<file path="src/rtl/load_store_unit_if.sv">
// rtl/load_store_unit_if.sv - data-memory req/ack port bundle for load_store_unit
interface load_store_unit_if;
    logic        mem_req;
    logic        mem_we;
    logic [31:0] mem_addr;
    logic [31:0] mem_wdata;
    logic [3:0]  mem_wstrb;
    logic        mem_ack;
    logic [31:0] mem_rdata;

    modport master (
        output mem_req,
        output mem_we,
        output mem_addr,
        output mem_wdata,
        output mem_wstrb,
        input  mem_ack,
        input  mem_rdata
    );

    modport slave (
        input  mem_req,
        input  mem_we,
        input  mem_addr,
        input  mem_wdata,
        input  mem_wstrb,
        output mem_ack,
        output mem_rdata
    );
endinterface

</file>
<file path="src/rtl/load_store_unit.sv">
// rtl/load_store_unit.sv - RV32I multi-cycle load/store unit; optional request timeout via LSU_TIMEOUT_EN
module load_store_unit #(
    parameter int unsigned TIMEOUT_CYCLES = 16
) (
    input  logic                      clk,
    input  logic                      rst,
    input  logic                      start,
    input  logic                      is_store,
    input  logic [2:0]                funct3,
    input  logic [31:0]               addr,
    input  logic [31:0]               store_data,
    output logic                      busy,
    output logic                      done,
    output logic [31:0]               load_data,
    output logic                      err,
    load_store_unit_if.master         mem
);

    typedef enum logic [1:0] {
        IDLE = 2'd0,
        REQ  = 2'd1,
        RESP = 2'd2
    } state_t;

    state_t      state;
    state_t      state_nxt;

    logic        r_store;
    logic [2:0]  r_f3;
    logic [1:0]  r_off;
    logic        r_err;
    logic [31:0] addr_q;
    logic [31:0] wdata_q;
    logic [3:0]  wstrb_q;

    logic        accept;
    logic        bad_req;
    logic        ack_hit;
    logic        timeout_hit;
    logic [31:0] wdata_c;
    logic [3:0]  wstrb_c;
    logic [7:0]  byte_v;
    logic [15:0] half_v;
    logic [31:0] ext_c;

    assign accept  = (state == IDLE) && start;
    assign ack_hit = (state == REQ) && mem.mem_ack;

    // Classify the incoming request: illegal encodings and misaligned halves/words never reach memory
    always_comb begin
        bad_req = 1'b0;
        if ((funct3 == 3'b011) || (funct3[2:1] == 2'b11) || (is_store && funct3[2]))
            bad_req = 1'b1;
        if ((funct3[1:0] == 2'b01) && addr[0])
            bad_req = 1'b1;
        if ((funct3 == 3'b010) && (addr[1:0] != 2'b00))
            bad_req = 1'b1;
    end

    // Replicate store data across lanes and build the byte strobes from the low address bits
    always_comb begin
        wdata_c = store_data;
        wstrb_c = 4'b1111;
        case (funct3[1:0])
            2'b00: begin
                wdata_c = {4{store_data[7:0]}};
                wstrb_c = 4'b0001 << addr[1:0];
            end
            2'b01: begin
                wdata_c = {2{store_data[15:0]}};
                wstrb_c = 4'b0011 << addr[1:0];
            end
            default: begin
                wdata_c = store_data;
                wstrb_c = 4'b1111;
            end
        endcase
        if (!is_store)
            wstrb_c = 4'b0000;
    end

    // Pick the addressed byte/half out of the read word and extend it
    always_comb begin
        byte_v = mem.mem_rdata[7:0];
        case (r_off)
            2'b00:   byte_v = mem.mem_rdata[7:0];
            2'b01:   byte_v = mem.mem_rdata[15:8];
            2'b10:   byte_v = mem.mem_rdata[23:16];
            default: byte_v = mem.mem_rdata[31:24];
        endcase
        half_v = r_off[1] ? mem.mem_rdata[31:16] : mem.mem_rdata[15:0];
        case (r_f3)
            3'b000:  ext_c = {{24{byte_v[7]}}, byte_v};
            3'b001:  ext_c = {{16{half_v[15]}}, half_v};
            3'b100:  ext_c = {24'd0, byte_v};
            3'b101:  ext_c = {16'd0, half_v};
            default: ext_c = mem.mem_rdata;
        endcase
    end

`ifdef LSU_TIMEOUT_EN
    localparam int TW = (TIMEOUT_CYCLES > 1) ? $clog2(TIMEOUT_CYCLES) : 1;
    logic [TW-1:0] to_cnt;

    assign timeout_hit = (state == REQ) && !mem.mem_ack && (to_cnt == TW'(TIMEOUT_CYCLES - 1));

    // Count cycles spent waiting in REQ; cleared whenever the request is not outstanding
    always_ff @(posedge clk) begin
        if (rst || (state != REQ))
            to_cnt <= '0;
        else
            to_cnt <= to_cnt + TW'(1);
    end
`else
    assign timeout_hit = 1'b0;
`endif

    // State register
    always_ff @(posedge clk) begin
        if (rst)
            state <= IDLE;
        else
            state <= state_nxt;
    end

    // Next-state: errors skip memory, REQ waits for ack (or expiry), RESP lasts one cycle
    always_comb begin
        state_nxt = state;
        case (state)
            IDLE: if (start) state_nxt = bad_req ? RESP : REQ;
            REQ:  if (ack_hit || timeout_hit) state_nxt = RESP;
            RESP: state_nxt = IDLE;
            default: state_nxt = IDLE;
        endcase
    end

    // Request capture, memory-side output registers and load result register
    always_ff @(posedge clk) begin
        if (rst) begin
            r_store   <= 1'b0;
            r_f3      <= 3'b000;
            r_off     <= 2'b00;
            r_err     <= 1'b0;
            addr_q    <= '0;
            wdata_q   <= '0;
            wstrb_q   <= '0;
            load_data <= '0;
        end else begin
            if (accept) begin
                r_store <= is_store;
                r_f3    <= funct3;
                r_off   <= addr[1:0];
                r_err   <= bad_req;
                if (!bad_req) begin
                    addr_q  <= {addr[31:2], 2'b00};
                    wdata_q <= wdata_c;
                    wstrb_q <= wstrb_c;
                end
            end
            if (ack_hit && !r_store)
                load_data <= ext_c;
            if (timeout_hit)
                r_err <= 1'b1;
        end
    end

    assign busy          = (state != IDLE);
    assign done          = (state == RESP);
    assign err           = (state == RESP) && r_err;
    assign mem.mem_req   = (state == REQ);
    assign mem.mem_we    = (state == REQ) && r_store;
    assign mem.mem_addr  = addr_q;
    assign mem.mem_wdata = wdata_q;
    assign mem.mem_wstrb = wstrb_q;

endmodule

</file>
<file path="src/flat_wrapper.sv">
// flat-port wrapper written by rule: the top's interface ports become plain ports
module load_store_unit_flat 
#(
    parameter int unsigned TIMEOUT_CYCLES = 16
)
  (clk, rst, start, is_store, funct3, addr, store_data, busy, done, load_data, err, mem_mem_req, mem_mem_we, mem_mem_addr, mem_mem_wdata, mem_mem_wstrb, mem_mem_ack, mem_mem_rdata);
  load_store_unit_if mem_i ();
  input  logic clk;
  input  logic rst;
  input  logic start;
  input  logic is_store;
  input  logic [2:0] funct3;
  input  logic [31:0] addr;
  input  logic [31:0] store_data;
  output logic busy;
  output logic done;
  output logic [31:0] load_data;
  output logic err;
  output wire logic [$bits(mem_i.mem_req)-1:0] mem_mem_req;
  output wire logic [$bits(mem_i.mem_we)-1:0] mem_mem_we;
  output wire logic [$bits(mem_i.mem_addr)-1:0] mem_mem_addr;
  output wire logic [$bits(mem_i.mem_wdata)-1:0] mem_mem_wdata;
  output wire logic [$bits(mem_i.mem_wstrb)-1:0] mem_mem_wstrb;
  input wire logic [$bits(mem_i.mem_ack)-1:0] mem_mem_ack;
  input wire logic [$bits(mem_i.mem_rdata)-1:0] mem_mem_rdata;
  assign mem_mem_req = mem_i.mem_req;
  assign mem_mem_we = mem_i.mem_we;
  assign mem_mem_addr = mem_i.mem_addr;
  assign mem_mem_wdata = mem_i.mem_wdata;
  assign mem_mem_wstrb = mem_i.mem_wstrb;
  assign mem_i.mem_ack = mem_mem_ack;
  assign mem_i.mem_rdata = mem_mem_rdata;
  load_store_unit #(.TIMEOUT_CYCLES(TIMEOUT_CYCLES)) u_core (.clk(clk), .rst(rst), .start(start), .is_store(is_store), .funct3(funct3), .addr(addr), .store_data(store_data), .busy(busy), .done(done), .load_data(load_data), .err(err), .mem(mem_i));
endmodule
</file>
<file path="config.mk">
export PLATFORM = sky130hd
export DESIGN_NAME = load_store_unit_flat
export DESIGN_NICKNAME = d
export VERILOG_FILES = /design/src/rtl/load_store_unit_if.sv /design/src/rtl/load_store_unit.sv /design/src/flat_wrapper.sv
export SDC_FILE = /design/constraint.sdc
export NUM_CORES = 1
export LEC_CHECK = 0
export ABC_CLOCK_PERIOD_IN_PS = 2100
export BUFFER_PORTS_ARGS = -buffer_cell sky130_fd_sc_hd__buf_2
export CAP_MARGIN = 30
export CORE_MARGIN = 4
export CORE_UTILIZATION = 49
export CTS_BUF_LIST = sky130_fd_sc_hd__clkbuf_8
export CTS_CLUSTER_DIAMETER = 40
export DETAILED_ROUTE_END_ITERATION = 10
export PLACE_DENSITY = 0.94
export SYNTH_ARGS = -nofsm -noshare
export SYNTH_HDL_FRONTEND = slang
export SYNTH_SLANG_ARGS = --single-unit
</file>
<file path="constraint.sdc">
create_clock -name clk -period 2.1 [get_ports clk]
set_input_delay 0.21 -clock clk [delete_from_list [all_inputs] [get_ports clk]]
set_output_delay 0.21 -clock clk [all_outputs]
set_load 0.03 [all_outputs]
</file>
# Yosys cells after proc, flatten, opt, wreduce, memory -nomap -nowiden
# Cells that the tools add are included.
totals:
  regBits: 107
  input_bits: 104
  out_inout_bits: 105
  elab_cells: 57
classes:
  eq_ne: 13
  shift: 2
  n_mux: 13
  n_bitwise: 1
  reduce_logical: 19
ops:
  columns: ["operator", "count"]
  rows:
  - ["one-hot mux 32 bit (4 select lines)", 1]
  - ["one-hot mux 32 bit (2 select lines)", 1]
  - ["one-hot mux 8 bit (3 select lines)", 1]
  - ["2-to-1 mux 16 bit", 1]
  - ["logical AND 1 bit", 8]
  - ["one-hot mux 4 bit (2 select lines)", 1]
  - ["== test 2 x 1 -> 1 bit (second input constant)", 3]
  - ["== test 2 bit (second input constant)", 3]
  - ["== test 3 x 2 -> 1 bit (second input constant)", 2]
  - ["== test 3 bit (second input constant)", 2]
  - ["logical NOT 2 bit", 3]
  - ["2-to-1 mux 2 bit", 3]
  - ["2-to-1 mux 4 bit", 1]
  - ["one-hot mux 2 bit (2 select lines)", 1]
  - ["AND reduction 2 bit", 2]
  - ["nonzero test 2 bit", 2]
  - ["<< shifter 1 x 2 -> 4 bit (first input constant)", 1]
  - ["<< shifter 2 x 2 -> 4 bit (first input constant)", 1]
  - ["== test 3 x 1 -> 1 bit (second input constant)", 1]
  - ["logical NOT 3 bit", 1]
  - ["2-to-1 mux 1 bit", 3]
  - ["logical OR 1 bit", 2]
  - ["!= test 2 x 1 -> 1 bit (second input constant)", 1]
  - ["!= test 2 bit (second input constant)", 1]
  - ["other kinds (2)", 2]

# Depth between registers and ports, before layout
# Gate-level depths: netlist of run 1.
logic_depth:
  ltp_word: 9
  depth_mapped: 7
  depth_no_buf: 4

# Worst setup path after synthesis of run 1
# No wires, ideal clock.
synth_path:
  path_type: "flip-flop to flip-flop"
  startpoint: "reg u_core.r_off[1]"
  endpoint: "reg u_core.load_data[18]"
  setup_ns: 0.088
  t_arrival_ns: 1.501
  required_ns: 2.012
  slack_ns: 0.510
  path_stages_with_launch: 7
  n_path_buf: 2
  synth_period_minus_slack_ns: 1.590
  path_cell_list: "dfxtp_1 buf_4 a211oi_1 a2111oi_4 o211ai_4 buf_6 a311oi_2"
synth_between:
  elab_chain_len: 3
  word_cells_on_any_way: 6
  cone_classes: "eq/ne (2); mux (3); reduce/logical (1)"
synth_rtl:
  columns: ["item", "line", "text"]
  rows:
  - ["start, declared", "load_store_unit.sv:30", "logic [1:0] r_off;"]
  - ["start signal, assigned", "load_store_unit.sv:152", "r_off <= addr[1:0];"]
  - ["== test 2 bit (tied with other cells)", "load_store_unit.sv:85", "case (r_off)"]
  - ["one-hot mux 8 bit (3 select lines)", "load_store_unit.sv:85", null]
  - ["one-hot mux 32 bit (4 select lines) *", "load_store_unit.sv:92", "case (r_f3)"]
  - ["end signal, assigned", "load_store_unit.sv:161", "load_data <= ext_c;"]
  - ["end, declared", "load_store_unit.sv:14", "output logic [31:0] load_data,"]
# Every way passes the cells marked *; elsewhere a longest branch is shown, timed or not.
# A chain may end at the register's enable or synchronous reset.

# Worst setup path in the final report of run 1
layout_path:
  startpoint: "reg u_core.r_off[0]"
  endpoint: "reg u_core.load_data[28]"
layout_between:
  elab_chain_len: 3
  word_cells_on_any_way: 5
  cone_classes: "eq/ne (2); mux (2); reduce/logical (1)"
layout_rtl:
  columns: ["item", "line"]
  rows:
  - ["== test 2 bit (tied with other cells)", "load_store_unit.sv:85"]
  - ["one-hot mux 8 bit (3 select lines) *", "load_store_unit.sv:85"]
  - ["one-hot mux 32 bit (4 select lines) *", "load_store_unit.sv:92"]
# Marked as above.

==> results.yml, run 1 <==
setup_path:
  arrival_ns: 2.06
  regToRegStartpoint: "u_core.r_off[0]"
  start_kind: "register"
  r2r_setup_slack_ns: 0.29
  crit_type: "register to register"
  critPathRequiredTime_ns: 2.36
  worstPathMaxFanout: 16
  r2r-end: "u_core.load_data[28]"
  worst_setup_path_end_kind: "register"
  reg2reg_depth: 4
timing:
  relSlewSlack_pct: 59.9
  fin_tns_setup_ns: 0
  skew_ns: 0.0183
  hold_ws_ns: 0.0829
  period_share_pct: 86.0
  setup_viol_count_final: 0
  post-route-min-period_ns: 1.81
  worst_pin_slew_ns: 0.599
  hold_viol_final: 0
  fmax_mhz: 554
  rsz0062_at_grt: "false"
  slew_violations: 0
global_routing:
  overflow: 0
  grt_pass1_vias: 4564
  antenna_found_initial: 0
  track_usage_pct: 23.0
  grt_pass1_wl_um: 21700
  grt_start_max_net_pins: 83
placement:
  gp_congestion: 0.861
  postPlaceCellArea_um2: 5920
  place.detailed.hpwl_um: 10200
  port_buffers: 206
yosys:
  synth.avg_cell_area_um2: 8.16
  ys_ff_latch: 107
  synth_warnings: 0
  syn_area_um2: 4770
  ys_seq_area_share_pct: 44.9
  synth_cell_types: 34
  syn-instance-count: 584
route:
  drtIter0Drc: 259
  wl_per_cell_um: 15.3
  routed_via_density: 5.39
  wl_um: 13700
  vias: 4847
  final_antenna_net_count: 0
  drtPass1Iterations: 5
  drc_errors: 0
cells_and_area:
  areaGrowthSynthToFinish_pct: 28.2
  multi_input_area_um2: 2420
  final_cell_mix: "buf_2 (205), nand2_1 (152), dfxtp_1 (107), nor2_1 (60), a21oi_1 (55)"
  drive_gt1_share_pct: 34.8
  regArea_um2: 2140
  final_nets: 869
  fill_cells: 801
  mostFrequentLayoutCell: "buf_2"
  final_area_um2: 6110
  antennaDiodeCount: 0
cts:
  cts_root_buf: "clkbuf_8"
  clkTransAtPathRegs_ns: 0.11
  htree_num_levels: 3
  cts_tree: "yes"
  cts.sinks: 107
  postCtsSetupBuffers: 0
  clk_latency_ns: 0.36
  hold_buffers: 0
  cts_buffer_depth: 2
  post_cts_resized: 0
  numCtsBuffers: 9
power_and_ir_drop:
  leakage_nw: 2.65
  p_per_area_nw_per_um2: 699
  peakVddDrop_mv: 0.370
floorplanning:
  row_count: 35
  die_h_um: 107
  start_util_pct: 50.9
  top_level_ports: 209
  dieArea_um2: 11400
  die-width_um: 107
  core_um2: 9370
hold_path:
  hp-class: "input pin to register"
  holdPathEnd: "u_core.mem.mem_addr[26]"
  holdCritStartpoint: "addr[26]"
  hold-path-cell-count: 3
job:
  drv_cap: 0
outcome:
  status: "finished clean"
per-stage QoR:
step / utilization (%) / power [mW] / std cells / setup WS, ns
detailed placement: 63.2 / 3.11 / 883 / 0.308
floorplan: - / 2.80 / 585 / 0.510
global placement: 63.2 / 3.09 / 883 / 0.417
global route: 65.2 / 4.46 / 899 / 0.0784
CTS: 65.2 / 4.29 / 899 / 0.281
finish: 65.2 / 4.27 / 899 / 0.295
synthesized netlist by cell type:
cell type / n / area share (%)
o21a_1: 1 / 0.16
clkbuf_1: 28 / 2.2
nor3_1: 9 / 0.95
nor2b_1: 5 / 0.66
buf_6: 1 / 0.24
nor4bb_1: 1 / 0.21
o21ai_0: 25 / 2.6
a2111oi_4: 1 / 0.58
o211ai_4: 1 / 0.45
a31oi_1: 7 / 0.92
o21ai_1: 2 / 0.21
a21oi_1: 55 / 5.8
buf_4: 5 / 0.79
buf_1: 4 / 0.31
nand2b_1: 2 / 0.26
or2_2: 1 / 0.13
o211ai_1: 4 / 0.63
mux2i_1: 24 / 5.0
conb_1: 1 / 0.079
inv_1: 1 / 0.079
mux2_2: 8 / 1.9
and2_1: 2 / 0.26
o221a_2: 7 / 1.7
a211oi_1: 18 / 2.8
buf_2: 14 / 1.5
a221oi_1: 2 / 0.37
nor4_1: 1 / 0.13
nor2_1: 60 / 4.7
a311oi_1: 14 / 2.6
nor3b_1: 1 / 0.16
dfxtp_1: 107 / 45
nand3b_1: 10 / 1.6
a311oi_2: 10 / 3.2
nand2_1: 152 / 12
power by group:
part / leakage [nW] / total (mW) / switching (mW) / internal (mW)
clock: 0.100 / 1.20 / 0.719 / 0.481
combinational: 1.68 / 0.887 / 0.575 / 0.313
sequential: 0.870 / 2.18 / 0.0590 / 2.12
total: 2.65 / 4.27 / 1.35 / 2.92
registers in the layout, summed over array words and instances (netlist names), 2 cells and up:
signal,flops
u_core.load_data,32
u_core.mem.mem_wdata,32
u_core.mem.mem_addr,30
u_core.mem.mem_wstrb,4
u_core.r_f3,3
u_core.r_off,2
u_core.state,2
final cells by class:
class                   instances  share of cell area, %
multi-input cells             425                   39.6
flip-flops and latches        107                   35.1
repair buffers                221                   19.6
well taps                     129                   2.64
clock buffers                  10                   2.25
clock inverters                 6                  0.819
inverters                       1                 0.0615
how the worst max path moves through the flow:
stage / from / to
after floorplan: u_core.r_off[1] / u_core.load_data[18]
after CTS: u_core.r_off[0] / u_core.load_data[28]
after global placement: u_core.r_off[0] / u_core.load_data[28]
after global routing: u_core.r_off[0] / u_core.load_data[16]
after detailed placement: u_core.r_off[0] / u_core.load_data[28]
final: u_core.r_off[0] / u_core.load_data[28]
critical path: stages (launching register included):
cell       delay, ns
dfxtp_1         0.46
a211oi_1        0.15
a2111oi_4       0.48
o211ai_4        0.29
a311oi_1        0.34
metal layers:
layer  global-route usage [%]  vias to the layer above  routed length [um]
li1                         -                     2374                   -
met1                     29.2                     2226                5620
met2                     38.8                      219                6680
met3                     4.33                       28                1070
met4                     8.49                        0                 355
met5                        0                        -                   0
logic make-up (layout without fill, tap and decap cells):
| family | count (synthesis) | in the layout | share of synthesized area, % |
|---|---|---|---|
| and+or+nand+nor | 244 | 244 | 21.0 |
| AOI/OAI and AO/OA | 147 | 147 | 21.9 |
| other | 1 | 2 | 0.0787 |
| muxes | 32 | 32 | 6.93 |
| buffers and inverters | 53 | 238 | 5.09 |
| DFF | 107 | 107 | 44.9 |
(Power assumes the default switching activity.)
==> inputs of run 2 (changes only) <==
--- a/config.mk
+++ b/config.mk
@@ -14,6 +14,7 @@
 export CTS_CLUSTER_DIAMETER = 40
 export DETAILED_ROUTE_END_ITERATION = 10
 export PLACE_DENSITY = 0.94
+export REMOVE_ABC_BUFFERS = 1
 export SYNTH_ARGS = -nofsm -noshare
 export SYNTH_HDL_FRONTEND = slang
 export SYNTH_SLANG_ARGS = --single-unit
==> results.yml, run 2 (same netlist as run 1, synthesis figures left out) <==
outcome:
  status: "finished clean"
cts:
  postCtsSetupBuffers: 0
  htree_num_levels: 3
  cts_root_buf: "clkbuf_8"
  cts_tree: "yes"
  cts.sinks: 107
  post_cts_resized: 0
  numCtsBuffers: 9
  clk_latency_ns: 0.36
  hold_buffers: 0
  cts_buffer_depth: 2
  clkTransAtPathRegs_ns: 0.10
cells_and_area:
  drive_gt1_share_pct: 34.8
  fill_cells: 831
  mostFrequentLayoutCell: "buf_2"
  areaGrowthSynthToFinish_pct: 27.9
  antennaDiodeCount: 0
  stdcell_count: 899
  final_cell_mix: "buf_2 (205), nand2_1 (152), dfxtp_1 (107), nor2_1 (60), a21oi_1 (55)"
  final_nets: 869
  final_area_um2: 6100
setup_path:
  regToRegStartpoint: "u_core.r_off[0]"
  worst_setup_path_end_kind: "register"
  crit_type: "register to register"
  r2r_setup_slack_ns: 0.26
  worstPathMaxFanout: 16
  arrival_ns: 2.09
  start_kind: "register"
  r2r-end: "u_core.load_data[28]"
  critPathRequiredTime_ns: 2.35
  reg2reg_depth: 4
power_and_ir_drop:
  p_sw_mw: 1.34
  peakVddDrop_mv: 0.474
  p_int_mw: 2.91
  p_seq_share_pct: 51.5
  p_per_area_nw_per_um2: 697
  swShare_pct: 31.5
  leakage_nw: 2.65
  combPwrFrac_pct: 20.7
  clkPwrFrac_pct: 27.8
timing:
  post-route-min-period_ns: 1.84
  rsz0062_at_grt: "false"
  skew_ns: 0.0153
  slew_violations: 0
  period_share_pct: 87.4
  relSlewSlack_pct: 59.7
  fmax_mhz: 545
  hold_ws_ns: 0.0829
  hold_viol_final: 0
  worst_pin_slew_ns: 0.604
  setup_viol_count_final: 0
global_routing:
  grt_pass1_vias: 4394
  antenna_found_initial: 0
  track_usage_pct: 23.3
  grt_start_max_net_pins: 83
  overflow: 0
  grt_pass1_wl_um: 21700
route:
  final_antenna_net_count: 0
  wl_per_cell_um: 15.5
  routed_via_density: 5.46
  vias: 4906
  drtIter0Drc: 284
  wl_um: 13900
  drtPass1Iterations: 5
  drc_errors: 0
floorplanning:
  core_um2: 9370
  die_h_um: 107
  dieArea_um2: 11400
  start_util_pct: 50.9
  top_level_ports: 209
  die-width_um: 107
  row_count: 35
hold_path:
  hold-path-cell-count: 3
  holdPathEnd: "u_core.mem.mem_addr[9]"
  holdCritStartpoint: "addr[9]"
  hp-class: "input pin to register"
placement:
  gp_congestion: 0.916
  port_buffers: 206
  postPlaceCellArea_um2: 5910
  place.detailed.hpwl_um: 10300
  place_inst: 883
job:
  drv_cap: 0
-- run 2: how the worst max path moves through the flow --
stage,start,end,slack (ns),depth (start not counted)
floorplan,u_core.state[1],u_core.load_data[10],-4.75,4
global placement,u_core.r_off[0],u_core.load_data[28],0.39,4
detailed placement,u_core.r_off[1],u_core.load_data[9],0.32,4
CTS,u_core.r_off[0],u_core.load_data[28],0.28,4
global route,u_core.r_off[0],u_core.load_data[17],0.11,4
finish,u_core.r_off[0],u_core.load_data[28],0.26,4
-- run 2: power groups by stage --
stage	logic, mW	clock network (mW)	registers (mW)
after floorplan	0.334	0	2.40
after global placement	0.857	0	2.23
after detailed placement	0.874	0	2.23
after CTS	0.878	1.21	2.19
after global routing	0.952	1.31	2.20
final	0.880	1.18	2.19
-- run 2: layout make-up --
| cell class | count | area, um^2 | area share, % |
|---|---|---|---|
| sequential | 107 | 2140 | 35.1 |
| inverter | 1 | 3.75 | 0.0616 |
| timing repair buffer | 221 | 1180 | 19.4 |
| tap | 129 | 161 | 2.65 |
| multi-input combinational | 425 | 2420 | 39.7 |
| clock buffer | 10 | 138 | 2.26 |
| clock inverter | 6 | 50.0 | 0.821 |
-- run 2: stage by stage --
stage / utilization [%] / worst slack, ns / total power, mW / TNS [ns]
after floorplan: - / -4.75 / 2.73 / -197.12
after global placement: 63.0 / 0.394 / 3.09 / 0
after detailed placement: 63.0 / 0.317 / 3.11 / 0
after CTS: 65.0 / 0.279 / 4.28 / 0
after global routing: 65.0 / 0.114 / 4.46 / 0
final: 65.0 / 0.264 / 4.25 / 0
-- run 2: critical path, cell delays in order (launching register included) --
cell and delay [ns]:
dfxtp_1 0.45, a211oi_1 0.15, a2111oi_4 0.49, o211ai_4 0.29, a311oi_1 0.35
-- run 2: layer usage --
layer  wire length [um]  part of all wire [%]  vias to the layer above  GRT usage (%)
li1                   -                     -                     2384              -
met1               5390                    39                     2233           29.4
met2               7000                    50                      241           38.3
met3                965                   6.9                       48           4.21
met4                590                   4.2                        0           11.9
met5                  0                     0                        -              0
==> inputs of run 3 (changes only) <==
--- a/config.mk
+++ b/config.mk
@@ -13,7 +13,7 @@
 export CTS_BUF_LIST = sky130_fd_sc_hd__clkbuf_8
 export CTS_CLUSTER_DIAMETER = 40
 export DETAILED_ROUTE_END_ITERATION = 10
-export PLACE_DENSITY = 0.94
+export PLACE_DENSITY_LB_ADDON = 0.1
 export REMOVE_ABC_BUFFERS = 1
 export SYNTH_ARGS = -nofsm -noshare
 export SYNTH_HDL_FRONTEND = slang
==> results.yml, run 3 (same netlist as run 1, synthesis figures left out) <==
global_routing:
  grt_pass1_wl_um: 21700
  grt_pass1_vias: 4542
  antenna_found_initial: 0
  track_usage_pct: 23.4
  grt_start_max_net_pins: 83
  overflow: 0
setup_path:
  critPathRequiredTime_ns: 2.37
  cp_slowest_cell: "a2111oi_4"
  worstPathMaxFanout: 16
  cp_slowest_stage_delay_ns: 0.51
  worst_setup_path_end_kind: "register"
  arrival_ns: 2.10
  critical_path.cell_chain: "a211oi_1 -> a2111oi_4 -> o211ai_4 -> buf_4 -> a311oi_1"
  crit_type: "register to register"
  start_kind: "register"
timing:
  skew_ns: 0.0179
  period_share_pct: 87.5
  fmax_mhz: 544
  slew_violations: 0
  fin_tns_setup_ns: 0
  relSlewSlack_pct: 54.6
  rsz0062_at_grt: "false"
  setup_viol_count_final: 0
  worst_pin_slew_ns: 0.680
  post-route-min-period_ns: 1.84
  hold_viol_final: 0
placement:
  place.detailed.hpwl_um: 9910
  postPlaceCellArea_um2: 5940
  place_inst: 887
  gp_congestion: 0.872
  port_buffers: 206
route:
  vias: 4767
  drtIter0Drc: 242
  final_antenna_net_count: 0
  wl_um: 13600
  drtPass1Iterations: 4
  drc_errors: 0
  routed_via_density: 5.28
  wl_per_cell_um: 15.1
cts:
  postCtsSetupBuffers: 0
  clkTransAtPathRegs_ns: 0.12
  cts_tree: "yes"
  clk_latency_ns: 0.37
  cts_buffer_depth: 2
  htree_num_levels: 3
  hold_buffers: 0
  cts.sinks: 107
  post_cts_resized: 0
  cts_root_buf: "clkbuf_8"
  numCtsBuffers: 9
power_and_ir_drop:
  p_per_area_nw_per_um2: 718
  leakage_nw: 2.67
  peakVddDrop_mv: 0.442
floorplanning:
  die_h_um: 107
  top_level_ports: 209
  dieArea_um2: 11400
  row_count: 35
  start_util_pct: 50.9
  die-width_um: 107
  core_um2: 9370
cells_and_area:
  final_area_um2: 6140
  stdcell_count: 903
  final_cell_mix: "buf_2 (205), nand2_1 (152), dfxtp_1 (107), nor2_1 (60), a21oi_1 (55)"
  mostFrequentLayoutCell: "buf_2"
  fill_cells: 854
  final_nets: 873
  utilization_pct: 65.6
  drive_gt1_share_pct: 35.3
  antennaDiodeCount: 0
  areaGrowthSynthToFinish_pct: 28.9
hold_path:
  hp-class: "input pin to register"
job:
  drv_cap: 0
outcome:
  status: "finished clean"
## run 3: cell types whose count changed in the layout (fill, tap and decap cells not counted), sizes merged
cell	change
bufinv	+1
clkbuf	-1
clkinv	-1
buf	+4
inv	+1
## run 3: layout make-up
class,count,area [um^2],share of cell area [%]
tap,129,161,2.63
multi-input combinational,425,2420,39.3
inverter,1,3.75,0.0611
timing repair buffer,225,1210,19.8
clock inverter,7,81.3,1.32
sequential,107,2140,34.9
clock buffer,9,124,2.02
## run 3: power by group
group	switching, mW	leakage [nW]	internal [mW]	total, mW
clock	0.763	0.107	0.574	1.34
combinational	0.576	1.70	0.319	0.894
sequential	0.0563	0.870	2.12	2.18
## run 3: worst paths after layout
kind                            start                       end  slack [ns]  cells past startpoint
min reg2reg  u_core.mem.mem_wdata[26]  u_core.mem.mem_wdata[26]        0.46                      2
max reg2reg           u_core.r_off[0]      u_core.load_data[31]        0.26                      5
min                           addr[3]    u_core.mem.mem_addr[3]        0.07                      3
max                   u_core.r_off[0]      u_core.load_data[31]        0.26                      5
## run 3: metrics by stage
stage                     setup slack (ns)  hold WS, ns  power, mW
after floorplan                      -4.75        0.278       2.73
after global routing                 0.123       0.0494       4.61
final                                0.262       0.0659       4.41
after detailed placement             0.289        0.443       3.12
after CTS                            0.265       0.0504       4.44
after global placement               0.409        0.436       3.10
## run 3: critical path: cells and delay by family (launching register included)
kind | cells | cell delay, ns
flops | 1 | 0.44
buf+inv | 1 | 0.23
compound gates | 4 | 1.07
## run 3: metal layers
| layer | track usage (%) | part of all wire (%) |
|---|---|---|
| met4 | 9.86 | 2.8 |
| met5 | 0 | 0 |
| met2 | 38.8 | 48 |
| met3 | 5.96 | 8.1 |
| met1 | 28.9 | 41 |
